`config.mk`:
```
export PLATFORM = sky130hd
export DESIGN_NAME = rriot_timer_ctrl
export DESIGN_NICKNAME = d
export VERILOG_FILES = /design/src/rtl/rriot_pkg.sv /design/src/rtl/rriot_prescaler.sv /design/src/rtl/rriot_timer_ctrl.sv
export SDC_FILE = /design/constraint.sdc
export NUM_CORES = 1
export LEC_CHECK = 0
export ABC_AREA = 1
export CORE_ASPECT_RATIO = 1.75
export CORE_MARGIN = 2
export CORE_UTILIZATION = 39
export CTS_BUF_LIST = sky130_fd_sc_hd__clkbuf_16
export DETAILED_ROUTE_END_ITERATION = 16
export GPL_ROUTABILITY_DRIVEN = 0
export GPL_TIMING_DRIVEN = 1
export PLACE_DENSITY = 0.62
export SETUP_SLACK_MARGIN = 0.4
export SYNTH_ARGS = -nofsm -noshare
export SYNTH_HDL_FRONTEND = slang
export SYNTH_SLANG_ARGS = --single-unit
```
`constraint.sdc`:
```
create_clock -name phi2 -period 2.1 [get_ports phi2]
set_input_delay 0.42 -clock phi2 [delete_from_list [all_inputs] [get_ports phi2]]
set_output_delay 0.42 -clock phi2 [all_outputs]
set_load 0.05 [all_outputs]
```
`src/rtl/rriot_pkg.sv`:
```
// Shared constants and types for the RRIOT interval timer.
package rriot_pkg;

    // Prescale periods selected by A[1:0] on a timer write
    localparam int DIV0 = 1;
    localparam int DIV1 = 8;
    localparam int DIV2 = 64;
    localparam int DIV3 = 1024;

    // Address bits inside the timer window
    localparam int A_RSEL_BIT = 0;  // read: 0 = count, 1 = flag
    localparam int A_WIN_BIT  = 2;  // write: 1 = load timer, 0 = ignored
    localparam int A_IEN_BIT  = 3;  // irq enable carried by writes and count reads

    typedef enum logic [1:0] {
        DIV_SEL_1    = 2'b00,
        DIV_SEL_8    = 2'b01,
        DIV_SEL_64   = 2'b10,
        DIV_SEL_1024 = 2'b11
    } div_sel_t;

    // Timer mode: stopped until first load, prescaled until underflow, then fast
    typedef enum logic [1:0] {
        MODE_STOP     = 2'b00,
        MODE_PRESCALE = 2'b01,
        MODE_FAST     = 2'b10
    } mode_t;

endpackage

```
`src/rtl/rriot_prescaler.sv`:
```
// Prescale down-counter: loads on a timer write, counts down while enabled,
// and reloads itself with the period minus one each time it reaches zero.
module rriot_prescaler #(
    parameter int PRE_W = 10
) (
    input  logic             phi2,
    input  logic             rst_n,
    input  logic             load,
    input  logic             en,
    input  logic [PRE_W-1:0] load_val,
    input  logic [PRE_W-1:0] reload_val,
    output logic             tick
);

    logic [PRE_W-1:0] pre;

    // Tick marks the cycle in which the main count is allowed to step
    assign tick = en & (pre == '0);

    // Down-count with load priority; reload on zero so pre never goes below 0
    always_ff @(posedge phi2 or negedge rst_n) begin
        if (!rst_n) begin
            pre <= '0;
        end else if (load) begin
            pre <= load_val;
        end else if (en) begin
            if (pre == '0) pre <= reload_val;
            else           pre <= pre - 1'b1;
        end
    end

endmodule

```
`src/rtl/rriot_timer_ctrl.sv`:
```
// Interval timer and IRQ controller for the 6530 replacement: holds the 8-bit
// count, underflow flag, timer mode and PB7 irq takeover state.
module rriot_timer_ctrl
    import rriot_pkg::*;
#(
    parameter int PRE_W = 10
) (
    input  logic       phi2,
    input  logic       rst_n,
    input  logic       tsel,
    input  logic       we_n,
    input  logic [3:0] a,
    input  logic [7:0] di,
    output logic [7:0] rdata,
    output logic       irq,
    output logic       irq_en
);

    mode_t      mode, nxt_mode;
    div_sel_t   div, nxt_div, load_sel;
    logic [7:0] count, nxt_count;
    logic       flag, nxt_flag, nxt_irq_en;
    logic       wr, rd_count, tick;
    logic [PRE_W-1:0] pre_load_val, pre_reload_val;

    function automatic logic [PRE_W-1:0] period_m1(input div_sel_t sel);
        case (sel)
            DIV_SEL_1:    period_m1 = PRE_W'(DIV0 - 1);
            DIV_SEL_8:    period_m1 = PRE_W'(DIV1 - 1);
            DIV_SEL_64:   period_m1 = PRE_W'(DIV2 - 1);
            default:      period_m1 = PRE_W'(DIV3 - 1);
        endcase
    endfunction

    assign wr             = tsel & ~we_n & a[A_WIN_BIT];
    assign rd_count       = tsel & we_n & ~a[A_RSEL_BIT];
    assign load_sel       = div_sel_t'(a[1:0]);
    assign pre_load_val   = period_m1(load_sel);
    assign pre_reload_val = period_m1(div);

    rriot_prescaler #(.PRE_W(PRE_W)) u_prescaler (
        .phi2       (phi2),
        .rst_n      (rst_n),
        .load       (wr),
        .en         ((mode == MODE_PRESCALE) & ~wr),
        .load_val   (pre_load_val),
        .reload_val (pre_reload_val),
        .tick       (tick)
    );

    // Read mux: count or flag bit, zero when the timer window is not selected
    always_comb begin
        rdata = 8'h00;
        if (tsel) rdata = a[A_RSEL_BIT] ? {flag, 7'b0} : count;
    end

    // Next-state: a write overrides everything; underflow flag-set beats a count-read clear
    always_comb begin
        nxt_mode   = mode;
        nxt_div    = div;
        nxt_count  = count;
        nxt_flag   = flag;
        nxt_irq_en = irq_en;
        if (wr) begin
            nxt_count  = di;
            nxt_div    = load_sel;
            nxt_mode   = MODE_PRESCALE;
            nxt_flag   = 1'b0;
            nxt_irq_en = a[A_IEN_BIT];
        end else begin
            if (rd_count) begin
                nxt_flag   = 1'b0;
                nxt_irq_en = a[A_IEN_BIT];
            end
            if (mode == MODE_FAST) begin
                nxt_count = count - 8'd1;
            end else if (tick) begin
                if (count != 8'h00) begin
                    nxt_count = count - 8'd1;
                end else begin
                    nxt_count = 8'hFF;
                    nxt_flag  = 1'b1;
                    nxt_mode  = MODE_FAST;
                end
            end
        end
    end

    // State registers; irq is registered from next state so PB7 never glitches
    always_ff @(posedge phi2 or negedge rst_n) begin
        if (!rst_n) begin
            mode   <= MODE_STOP;
            div    <= DIV_SEL_1;
            count  <= 8'h00;
            flag   <= 1'b0;
            irq_en <= 1'b0;
            irq    <= 1'b1;
        end else begin
            mode   <= nxt_mode;
            div    <= nxt_div;
            count  <= nxt_count;
            flag   <= nxt_flag;
            irq_en <= nxt_irq_en;
            irq    <= ~(nxt_flag & nxt_irq_en);
        end
    end

endmodule

```
==> run summary <==
Outcome = completed
Die width = 54.3 um
Synth top area share = 34.8%
Post-synthesis mux area share = 0.653%
Setup Viol. Count Final = 0
Hold crit path type = reg -> reg
Max clock buf depth = 2
Worst-skew pair later-pin latency = 0.26 ns
Synth area leaders = dfrtp_1 (35%), nand2_1 (16%), nor2_1 (8.3%), inv_1 (6.7%), nand3_1 (6.1%)
Vert. Die Dim = 92.0 um
Pwr dens = 1090 mW/mm^2
Root Buffer = clkbuf_16
Power, Total = 2610 uW
Mapped Nets = 270
Cell Rows = 32
Final-report hold violation count = 0
Worst setup SP type = input pin
Setup TNS = 0 ns
Sequential area share after synthesis = 36.3%
Largest area contributor in the netlist = dfrtp_1
Area of the multi-input gates = 0.00103 mm^2
CP required = 1.68 ns
Detailed Place HPWL = 3.21 mm
CP max-delay cell = dlygate4sd2_1
Mapped Cells = 251
# diodes = 0
Largest net degree at the start of global routing = 26
Crit-path cells = dlygate4sd2_1 -> nor2_4 -> inv_6 -> nor2_4 -> buf_12
GR Util met3 = 2.77%
Share of cells above drive strength 1 = 23.3%
Post-synthesis compound-gate area fraction = 10.7%
Clock sinks = 25
CTS tree = yes
Count leader, synth = nand2_1
All-Layer GR Usage = 20.1%
CTS buffer count = 3
Vias in the first global route = 1780
Nets = 312
Met2 GRT Util = 37.9%
CP most frequent cell = nor2_4
Fin crit period = 1.65 ns
P&R area growth vs syn = 38.9%
Io pins = 26
Fillers = 410
Seq cells post-synth = 25
Fin. max-slew vios = 0
CP Data Arrival Time = 1.23 ns
H-tree lvl count = 1
Slew HR = 67.6%
Post-synth EDFFs = 0
Critical path peak fanout = 7
Unique masters post-synth = 28
Initial antenna violation count = 0
Vias per cell = 4.87
Congestion Overflow GR = 0
DR WL/cell = 12.3 um
IO buf count = 25
Mean area per synthesized cell = 6.87 um^2
Routed wire length = 4.23 mm
Core area = 0.00432 mm^2
Max-cap violations = 0
First drt pass iteration count = 4
FFs w/ async S/R, synth = 100%
CP Capture Type = output pin
Synth Area in XOR/XNOR = 1.52%
Mapped cell area = 0.00173 mm^2
Vias after detailed routing = 1671
Grt peak-use layer = met2
First-pass GRT wire length = 7.54 mm
Count of warnings emitted by yosys = 0
Detail Route Antenna Nets = 0
Fin crit share = 78.7%
Largest family of logic cells by synthesized area = simple AND/OR/NAND/NOR gates
M1 GR Usage = 21.1%
CP max stage delay = 0.28 ns
DRC = 0
Worst IR Drop VDD = 874 uV
Clock-pin slew on the worst setup and hold paths = 0.06 ns
Max Fclk = 605 MHz
Clk_skew = 0.00426 ns
Sequential cell area = 627 um^2
Least-Margin Pin Slew = 0.488 ns
Initial Utilization = 39.9%
Top cells by count, synth = nand2_1 (74), nor2_1 (38), inv_1 (31)
Leakage Power = 0.00118 uW
Setup CP Type = in -> out
# hold bufs at CTS = 0
DR iter-0 viols = 38
RSZ-0062 raised after global routing = yes
Simple logic cell fraction of the synthesized area = 39.1%
Most used DFF post-synth = dfrtp_1
Die area = 0.00499 mm^2
Adder-Cell Fraction of Synth Area = 2.18%
## cell families after synthesis
group | after synthesis
adders and majority gates | 3
and+or+nand+nor | 151
buffers and inverters | 36
AOI/OAI and AO/OA | 32
DFF | 25
muxes | 1
xor gates and xnor gates | 3
## power breakdown
| part | switching [uW] | internal (uW) | total, uW |
|---|---|---|---|
| Clock | 164 | 255 | 418 |
| Sequential | 181 | 654 | 836 |
| Combinational | 799 | 555 | 1350 |
| Total | 1140 | 1460 | 2610 |
## sequential cells by signal, summed over array words and instances (netlist names)
name,count
count,8
div,2
flag,1
irq,1
irq_en,1
mode,2
u_prescaler.pre,10
## metal layers
metal / up-vias / routed length, um
met4: 0 / 68
met5: - / 0
met2: 19 / 2470
met3: 7 / 71
li1: 870 / -
met1: 775 / 1620
## metrics by stage
stage	instances	worst slack, ns	hold WS [ns]	utilization, %	cell area (um^2)
2_1_floorplan	251	0.373	0.124	-	1730
3_3_place_gp	330	0.110	0.460	49.2	2130
3_5_place_dp	330	0.0796	0.472	49.2	2130
4_1_cts	338	0.419	0.487	54.2	2340
5_1_grt	343	0.374	0.536	55.4	2400
6_report	343	0.447	0.477	55.4	2400
## worst paths after layout
check                                                from                    to  slack [ns]  depth (start not counted)
hold reg to reg                       mode[0]$_DFFE_PN0P_   mode[0]$_DFFE_PN0P_        0.48                          2
setup reg to reg           u_prescaler.pre[1]$_DFFE_PN0P_  count[4]$_DFFE_PN0P_        0.55                          9
setup / recovery                                     a[0]              rdata[3]        0.45                          5
hold / removal                        mode[0]$_DFFE_PN0P_   mode[0]$_DFFE_PN0P_        0.48                          2
min in group asynchronous                           rst_n      irq_en$_DFF_PN0_        0.53                          2
max in group asynchronous                           rst_n         irq$_DFF_PN1_        1.27                          2
## critical path, delay by kind of cell
family                 cells  cell delay (ns)
buffers and inverters      3             0.51
and+or+nand+nor            2             0.29
## layout make-up
type | instances | area share [%]
clock buffers | 3 | 3.13
clock inverters | 1 | 0.157
inverters | 32 | 5.59
multi-input cells | 190 | 42.8
flip-flops and latches | 25 | 26.2
well taps | 51 | 2.66
repair buffers | 41 | 19.5
## placed cells by master (no fill, tap or decap), drive strengths merged
cell type,n
nand2,75
nor2,43
inv,32
nand3,26
dfrtp,24
buf,24
o21ai,18
clkdlybuf4s50,13
a21oi,11
or2,6
clkbuf,4
xor2,3
dlygate4sd2,3
ha,3
o211ai,2
clkinvlp,1
mux2,1
a21boi,1
nand4,1
dfstp,1
## repair_timing
action / in CTS / in global routing
endpoints found under the setup margin: 23 / 19
buffers inserted: 4 / 5
resized for setup: 28 / 11
pin swaps: 3 / 2
No activity file was read; power rests on OpenSTA's default activity.
